==> src/rtl/bist_pkg.sv <==
`default_nettype none
// ------------------------------------------------------------------
// bist_pkg : shared state encoding and Galois LFSR helpers for BIST
// Rev 1.0
// ------------------------------------------------------------------
package bist_pkg;

  typedef enum logic [2:0] {
    ST_IDLE  = 3'd0,
    ST_SEED  = 3'd1,
    ST_RUN   = 3'd2,
    ST_CHECK = 3'd3,
    ST_DONE  = 3'd4
  } bist_state_t;

  localparam logic [7:0] LFSR_TAPS_8 = 8'hB8;
  localparam logic [7:0] MISR_TAPS_8 = 8'hB8;

  localparam int GALOIS_MAX_W = 32;

  // Callers zero-extend narrower registers; upper bits stay zero through the step.
  function automatic logic [GALOIS_MAX_W-1:0] galois_step(
    input logic [GALOIS_MAX_W-1:0] s,
    input logic [GALOIS_MAX_W-1:0] taps
  );
    return (s >> 1) ^ (s[0] ? taps : '0);
  endfunction

endpackage
`default_nettype wire

==> src/rtl/bist_lfsr.sv <==
`default_nettype none
// ------------------------------------------------------------------
// bist_lfsr : Galois LFSR / MISR register with load, enable and data injection
// Rev 1.0
// ------------------------------------------------------------------
module bist_lfsr
  import bist_pkg::*;
#(
  parameter int               WIDTH     = 8,
  parameter logic [WIDTH-1:0] TAPS      = WIDTH'(LFSR_TAPS_8),
  parameter logic [WIDTH-1:0] RESET_VAL = '0
) (
  input  logic             clk,
  input  logic             rst,
  input  logic             load,
  input  logic [WIDTH-1:0] load_val,
  input  logic             en,
  input  logic [WIDTH-1:0] data,
  output logic [WIDTH-1:0] state
);

  logic [WIDTH-1:0] next_val;

  assign next_val = WIDTH'(galois_step(GALOIS_MAX_W'(state), GALOIS_MAX_W'(TAPS))) ^ data;

  always_ff @(posedge clk or negedge rst) begin
    if (!rst) begin
      state <= RESET_VAL;
    end else if (load) begin
      state <= load_val;
    end else if (en) begin
      state <= next_val;
    end
  end

endmodule
`default_nettype wire

==> src/rtl/bist_controller.sv <==
`default_nettype none
// ------------------------------------------------------------------
// bist_controller : sequenced LFSR pattern BIST with compare or MISR check
// Rev 1.0
// ------------------------------------------------------------------
module bist_controller
  import bist_pkg::*;
#(
  parameter int               WIDTH        = 8,
  parameter int               NUM_PATTERNS = 255,
  parameter logic [WIDTH-1:0] LFSR_TAPS    = WIDTH'(LFSR_TAPS_8),
  parameter logic [WIDTH-1:0] MISR_TAPS    = WIDTH'(MISR_TAPS_8),
  parameter logic [WIDTH-1:0] SEED         = WIDTH'(8'h01),
  parameter logic [WIDTH-1:0] GOLDEN_SIG   = '0,
  localparam int              CW           = $clog2(NUM_PATTERNS + 1)
) (
  input  logic             clk,
  input  logic             rst,
  input  logic             start,
  input  logic             abort,
  input  logic             mode,
  output logic [WIDTH-1:0] pattern,
  input  logic [WIDTH-1:0] dut_result,
  input  logic [WIDTH-1:0] ref_result,
  output logic             busy,
  output logic             done,
  output logic             pass,
  output logic [CW-1:0]    fail_count,
  output logic [CW-1:0]    first_fail,
  output logic [WIDTH-1:0] signature
);

  localparam logic [WIDTH-1:0] SEED_EFF = (SEED == '0) ? WIDTH'(1) : SEED;
  localparam logic [CW-1:0]    LAST_IDX = CW'(NUM_PATTERNS - 1);

  bist_state_t   state;
  logic          mode_q;
  logic [CW-1:0] idx;
  logic          launch;
  logic          running;

  // Run setup (LFSR/MISR load, counters cleared) happens on the edge entering SEED.
  assign launch  = start && !abort && (state == ST_IDLE || state == ST_DONE);
  assign running = (state == ST_RUN);

  bist_lfsr #(
    .WIDTH     (WIDTH),
    .TAPS      (LFSR_TAPS),
    .RESET_VAL (SEED_EFF)
  ) u_pattern_lfsr (
    .clk      (clk),
    .rst      (rst),
    .load     (launch),
    .load_val (SEED_EFF),
    .en       (running),
    .data     ({WIDTH{1'b0}}),
    .state    (pattern)
  );

  bist_lfsr #(
    .WIDTH     (WIDTH),
    .TAPS      (MISR_TAPS),
    .RESET_VAL ({WIDTH{1'b0}})
  ) u_misr (
    .clk      (clk),
    .rst      (rst),
    .load     (launch),
    .load_val ({WIDTH{1'b0}}),
    .en       (running),
    .data     (dut_result),
    .state    (signature)
  );

  always_ff @(posedge clk or negedge rst) begin
    if (!rst) begin
      state      <= ST_IDLE;
      mode_q     <= 1'b0;
      idx        <= '0;
      fail_count <= '0;
      first_fail <= '1;
      busy       <= 1'b0;
      done       <= 1'b0;
      pass       <= 1'b0;
    end else if (abort && state != ST_IDLE) begin
      state <= ST_IDLE;
      busy  <= 1'b0;
      done  <= 1'b0;
      pass  <= 1'b0;
    end else begin
      case (state)
        ST_IDLE, ST_DONE: begin
          if (launch) begin
            state      <= ST_SEED;
            mode_q     <= mode;
            idx        <= '0;
            fail_count <= '0;
            first_fail <= '1;
            busy       <= 1'b1;
            done       <= 1'b0;
            pass       <= 1'b0;
          end
        end
        ST_SEED: begin
          state <= ST_RUN;
        end
        ST_RUN: begin
          if (!mode_q && dut_result != ref_result) begin
            if (fail_count == '0) first_fail <= idx;
            if (fail_count != '1) fail_count <= fail_count + CW'(1);
          end
          if (idx == LAST_IDX) begin
            state <= ST_CHECK;
          end else begin
            idx <= idx + CW'(1);
          end
        end
        ST_CHECK: begin
          pass  <= mode_q ? (signature == GOLDEN_SIG) : (fail_count == '0);
          busy  <= 1'b0;
          done  <= 1'b1;
          state <= ST_DONE;
        end
        default: begin
          state <= ST_IDLE;
        end
      endcase
    end
  end

endmodule
`default_nettype wire

==> config.mk <==
export PLATFORM = sky130hd
export DESIGN_NAME = bist_controller
export DESIGN_NICKNAME = d
export VERILOG_FILES = /design/src/rtl/bist_pkg.sv /design/src/rtl/bist_lfsr.sv /design/src/rtl/bist_controller.sv
export SDC_FILE = /design/constraint.sdc
export NUM_CORES = 1
export LEC_CHECK = 0
export BUFFER_PORTS_ARGS = -buffer_cell sky130_fd_sc_hd__buf_2
export CAP_MARGIN = 30
export CORE_MARGIN = 2
export CORE_UTILIZATION = 55
export CTS_BUF_LIST = sky130_fd_sc_hd__clkbuf_8
export CTS_CLUSTER_SIZE = 28
export DETAILED_ROUTE_END_ITERATION = 12
export HOLD_SLACK_MARGIN = 0.05
export PLACE_DENSITY_LB_ADDON = 0.3
export SLEW_MARGIN = 20
export SYNTH_ARGS = -nofsm -noshare
export SYNTH_HDL_FRONTEND = slang
export SYNTH_SLANG_ARGS = --single-unit
==> constraint.sdc <==
create_clock -name clk -period 2 [get_ports clk]
set_input_delay 0.1 -clock clk [delete_from_list [all_inputs] [get_ports clk]]
set_output_delay 0.1 -clock clk [all_outputs]
set_load 0.005 [all_outputs]
After elaboration in Yosys (flattened, before gate mapping)
Index checks and enable logic that the tools add are counted.
- register bits: 47
- output and inout bits: 35
- logic and storage cells: 80
- add/sub/neg operators: 2
- equality and inequality tests: 14
- muxes and demuxes: 29
- bitwise gates (word level): 4
- reductions and logical operators: 21
- operators by type and width (kind ; number):
    8-bit two-way mux ; 13
    8-bit one-hot mux with 2 select lines ; 3
    8-bit by 1-bit adder with 8-bit output, second input constant ; 2
    8-bit logical NOT ; 2
    7-bit by 8-bit XOR with 8-bit output ; 2
    3-bit one-hot mux with 4 select lines ; 1
    5-bit AND reduction ; 2
    3-bit two-way mux ; 3
    8-bit equality test, second input constant ; 1
    8-bit inequality test ; 1
    8-bit inequality test, second input constant ; 1
    8-bit XOR ; 1
    3-bit by 2-bit equality test with 1-bit output, second input constant ; 2
    1-bit two-way mux ; 6
    2-bit by 1-bit inequality test with 1-bit output, second input constant ; 3
    1-bit one-hot mux with 2 select lines ; 3
    3-bit nonzero test ; 2
    1-bit logical AND ; 4
    2-bit inequality test, second input constant ; 2
    2-bit AND reduction ; 2
    4-bit AND reduction ; 1
    2-bit nonzero test ; 2
    3-bit by 1-bit equality test with 1-bit output, second input constant ; 1
    3-bit equality test, second input constant ; 1
    other kinds (8) ; 9

Longest topological paths before layout
- depth in word-level cells: 6
- mapped depth: 7
- gate-level depth less buffers: 7

Hierarchy
Synthesis repeated with hierarchy kept, for this count alone.
- cell total of the unflattened synthesis: 267
- area, all modules: 2715.1 µm²
- modules (own cells, without submodules) (module ; instances ; cells an instance ; area an instance (µm²) ; sequential area each (µm²)):
    bist_controller ; 1 ; 167 ; 1750.4 ; 785.8
    bist_lfsr at u_pattern_lfsr ; 1 ; 50 ; 483.0 ; 201.4
    bist_lfsr at u_misr ; 1 ; 50 ; 481.7 ; 200.2

Least setup slack after synthesis
No wires, ideal clock.
- kind: flip-flop to flip-flop
- start: register state[0]
- end: register idx[6]
- setup time: 121 ps
- arrival: 1418 ps
- data required time: 1879 ps
- setup slack: 461 ps
- cell stages (with the launch flop): 6
- path buffers: 0
- cell sequence: dfrtp_1 -> or3b_4 -> nor3_4 -> nor4b_1 -> xnor2_1 -> nor2_1
- longest elaborated chain between the ends: 5
- ends and longest elaborated chain (element ; RTL line ; source):
    from (decl) ; bist_controller.sv:36 ; bist_state_t state;
    from (signal assigned) ; bist_controller.sv:76 ; state <= ST_IDLE;
    from (signal assigned) ; bist_controller.sv:85 ; state <= ST_IDLE;
    from (signal assigned) ; bist_controller.sv:93 ; state <= ST_SEED;
    3-bit equality test / 3-bit logical NOT (equally long branches) ; bist_controller.sv:43, bist_controller.sv:90 ;
    1-bit logical OR ; bist_controller.sv:43 ; assign launch = start && !abort && (state == ST_IDLE || state == ST_DONE);
    1-bit logical AND ; bist_controller.sv:43 ;
    2-bit inequality test (no line) ; - ;
    4-bit AND reduction (no line) ; - ;
    to (signal assigned) ; bist_controller.sv:114 ; idx <= idx + CW'(1);
    to (decl) ; bist_controller.sv:38 ; logic [CW-1:0] idx;
Parallel ways exist; a longest one is shown, timed or not.
A chain may end at the register's enable or synchronous reset.

Final worst setup path
- start: register fail_count[0]
- end: register fail_count[7]
- longest elaborated chain between the ends: 4
- ends and longest elaborated chain (element ; RTL line ; source):
    from (decl) ; bist_controller.sv:28 ; output logic [CW-1:0] fail_count,
    from (signal assigned) ; bist_controller.sv:109 ; if (fail_count != '1) fail_count <= fail_count + CW'(1);
    8-bit by 1-bit adder with 8-bit output ; bist_controller.sv:109 ;
    8-bit two-way mux ; bist_controller.sv:109 ;
    8-bit two-way mux ; bist_controller.sv:107 ; if (!mode_q && dut_result != ref_result) begin
    8-bit one-hot mux with 2 select lines ; bist_controller.sv:90 ; case (state)
Parallel ways exist; a longest one is shown, timed or not. The select of a mux whose other input is x is not followed.

==> metrics <==
drt total wl ~5000 microns; CTS sink count 47; gpl congestion slightly below 0.9; syn nets about 270; count of input and output buffers 55; reg2reg path depth 6; Starting Density 0.572; area of the core 0.00435 sq mm; DRT met1 WL 2450 microns; # IOs 56; antenna cells 0; RSZ-0062 raised after global routing false; Final HPWL DP 3830 microns; met2 wire len 2310 microns; minimum clock period 1.69 ns; Async SR Flop Fraction 1.00; Slew Limit Headroom 0.605; Final Cycle Share 0.845; number of synthesized flops with an enable pin 0; Hold WC Path Type in2reg; Syn Area/Cell 10.1 sq um; DR iter-0 viols 109; worst skew pair latency 0.29 ns; Post-Synth Adder-Cell Area 0.0201; Yosys cell types 52; Worst EP required 2.22 ns; uppermost layer routed met4; share of cells above drive strength 1 0.302; final net count 335; deepest clock path buffer count 2; Seq/Total Area, Yosys 0.477; Pwr per Cell Area 1020 mW/mm^2; synthesized instance count 247; CTS Buf Count 5; largest net degree at the start of global routing 21; CTS resizes 0; warnings from Yosys 0; crit end category flip-flop; WHS 0.104 ns; first-pass GRT wire length slightly below 9000 microns; Max-Cap Viols 0; CTS tree built; FP Rows 24; clk root buf clkbuf_8; hold_sp start; Least-Margin Pin Slew around 0.6 ns; total track usage 0.220; die area 0.00508 sq mm; Post-Syn Area 0.00249 sq mm; post-synthesis xor/xnor area fraction 0.102; Simple-Gate Fraction of Synth Area 0.219; status complete, no violations; Die Width 71.3 microns; CP startpoint kind flip-flop; via count of the first global-routing pass 1,881; Fmax 0.592 GHz; R2R setup slack 0.31 ns; Placed Instances 352; worst hold endpoint state[2]$_DFFE_PN0P_; worst-path fanout max 5; Hold Crit Depth 3; H-tree depth 2; Chip Height just over 70 microns; Routed Antenna Nets 0; mux contribution to synthesized area 0.0362; Pre-antenna DRT Iters 5; critical path arrival between 1.5 and 2 ns; Leakage Power between 1 and 1.5 nW; initial antenna violation count 0; routed length per placed instance 14.1 microns; final slew viol count 0; peak supply drop 0.000493 V; metal3 WL 304 microns; Fin. Hold Viols 0; setup_tns 0 ns; vias per cell 5.56; Worst R2R End fail_count[7]$_DFFE_PN0P_; GRT Residual Overflow 0; largest family of logic cells by synthesized area simple AND/OR/NAND/NOR gates; Layout Skew 0.00701 ns; Worst-path clk slew 0.08 ns; Synth Area in Compound Gates 0.113; # DRC 0; Worst R2R Start fail_count[0]$_DFFE_PN0P_; CP Class reg2reg; # setup viols final 0; Via Count about 2,000; most common flop cell mapped by yosys dfrtp_1; Area Growth Syn to Fin 18.4%; Non-Filler Instances around 360; synthesized flop and latch total 47
layout by cell type, fill, tap and decap left out, types with 2 or more instances in the layout:
master	n
nor2_1	26
xor2_1	3
nand4_1	3
mux2i_1	9
o211ai_1	2
ha_1	4
nor2_2	2
dfrtp_1	38
or3_1	3
o21ai_0	21
dlygate4sd3_1	3
buf_4	6
inv_1	15
nand3_1	14
xnor2_1	26
o21ai_2	2
nor3_4	2
clkbuf_8	5
buf_2	55
nor4_1	3
a22o_1	4
nor3_1	5
nor3b_1	2
o31a_2	2
dfstp_2	9
nand2_1	22
logic make-up (layout without fill, tap and decap cells):
| kind of cell | after synthesis | after routing |
|---|---|---|
| AO/OA/AOI/OAI | 41 | 41 |
| XOR/XNOR | 29 | 29 |
| adder cells (fa/ha/maj) | 4 | 4 |
| buffers and inverters | 20 | 84 |
| flip-flops | 47 | 47 |
| multiplexers | 9 | 9 |
| AND/OR/NAND/NOR | 97 | 97 |
worst max-delay path by stage:
stage / from / endpoint / slack (ns) / cells after the start
after global placement: state[0]$_DFFE_PN0P_ / idx[2]$_DFFE_PN0P_ / 0.37 / 5
after CTS: state[0]$_DFFE_PN0P_ / idx[2]$_DFFE_PN0P_ / 0.30 / 5
final: fail_count[0]$_DFFE_PN0P_ / fail_count[7]$_DFFE_PN0P_ / 0.31 / 6
after detailed placement: state[0]$_DFFE_PN0P_ / idx[2]$_DFFE_PN0P_ / 0.32 / 5
after floorplan: state[0]$_DFFE_PN0P_ / idx[6]$_DFFE_PN0P_ / 0.46 / 5
after global routing: fail_count[0]$_DFFE_PN0P_ / fail_count[4]$_DFFE_PN0P_ / 0.13 / 6
metal layers:
layer,vias to the layer above,track usage
met3,7,0.0464
li1,977,-
met1,975,0.330
met2,60,0.330
met4,0,0.0566
met5,-,0
Yosys cell counts (2+ instances only):
cell | count | area [sq um]
dfrtp_1 | 38 | 951
nor2_1 | 26 | 97.6
nor3_1 | 5 | 25.0
xor2_1 | 3 | 26.3
a22o_1 | 4 | 35.0
or3_1 | 3 | 18.8
o21ai_2 | 2 | 17.5
nor3b_1 | 2 | 15.0
o31a_2 | 2 | 20.0
xnor2_1 | 26 | 228
nand4_1 | 3 | 18.8
buf_2 | 2 | 10.0
o211ai_1 | 2 | 15.0
inv_1 | 12 | 45.0
ha_1 | 4 | 50.1
clkbuf_1 | 3 | 11.3
o21ai_0 | 21 | 105
dfstp_2 | 9 | 236
nand2_1 | 22 | 82.6
mux2i_1 | 9 | 90.1
nor3_4 | 2 | 32.5
nor2_2 | 2 | 12.5
nor4_1 | 3 | 18.8
nand3_1 | 14 | 70.1
report_power, final:
group          switching [mW]  total, mW  internal, mW  leakage [nW]
Clock                   0.290      0.524         0.233        0.0519
Sequential              0.300       1.49          1.19         0.604
Combinational           0.495      0.981         0.486         0.687
through the flow:
stage	utilization	power (mW)	cell area (sq um)	setup slack (ns)
global placement	0.652	2.47	2840	0.367
floorplan	-	2.08	2490	0.461
detailed placement	0.652	2.49	2840	0.321
finish	0.677	3.00	2950	0.311
CTS	0.677	3.02	2950	0.303
global route	0.677	3.24	2950	0.126
timing repair:
| item | 4_1_cts | 5_1_grt |
|---|---|---|
| buffers inserted | 0 | 0 |
| hold buffers | 3 | 0 |
| endpoints found under the hold margin | 48 | 0 |
registers in the layout, summed over array words and instances (netlist names):
signal and cells:
idx 8, mode_q 1, state 3, u_misr.state 8
pass 1, done 1, u_pattern_lfsr.state 8, busy 1
first_fail 8, fail_count 8
layout make-up:
type / instances / area, sq um
multi-input combinational: 180 / 1220
inverter: 12 / 45.0
clock inverter: 3 / 11.3
sequential: 47 / 1190
timing repair buffer: 64 / 350
clock buffer: 5 / 68.8
fill: 346 / 1410
tap: 52 / 65.1
worst max-delay path, stage by stage, from the launching register on:
cell and delay (ns):
dfrtp_1 0.44, ha_1 0.20, nand3_1 0.11, or3_1 0.39
nor2_4 0.19, o21ai_2 0.11, o211ai_1 0.17
(Power assumes the default switching activity.)
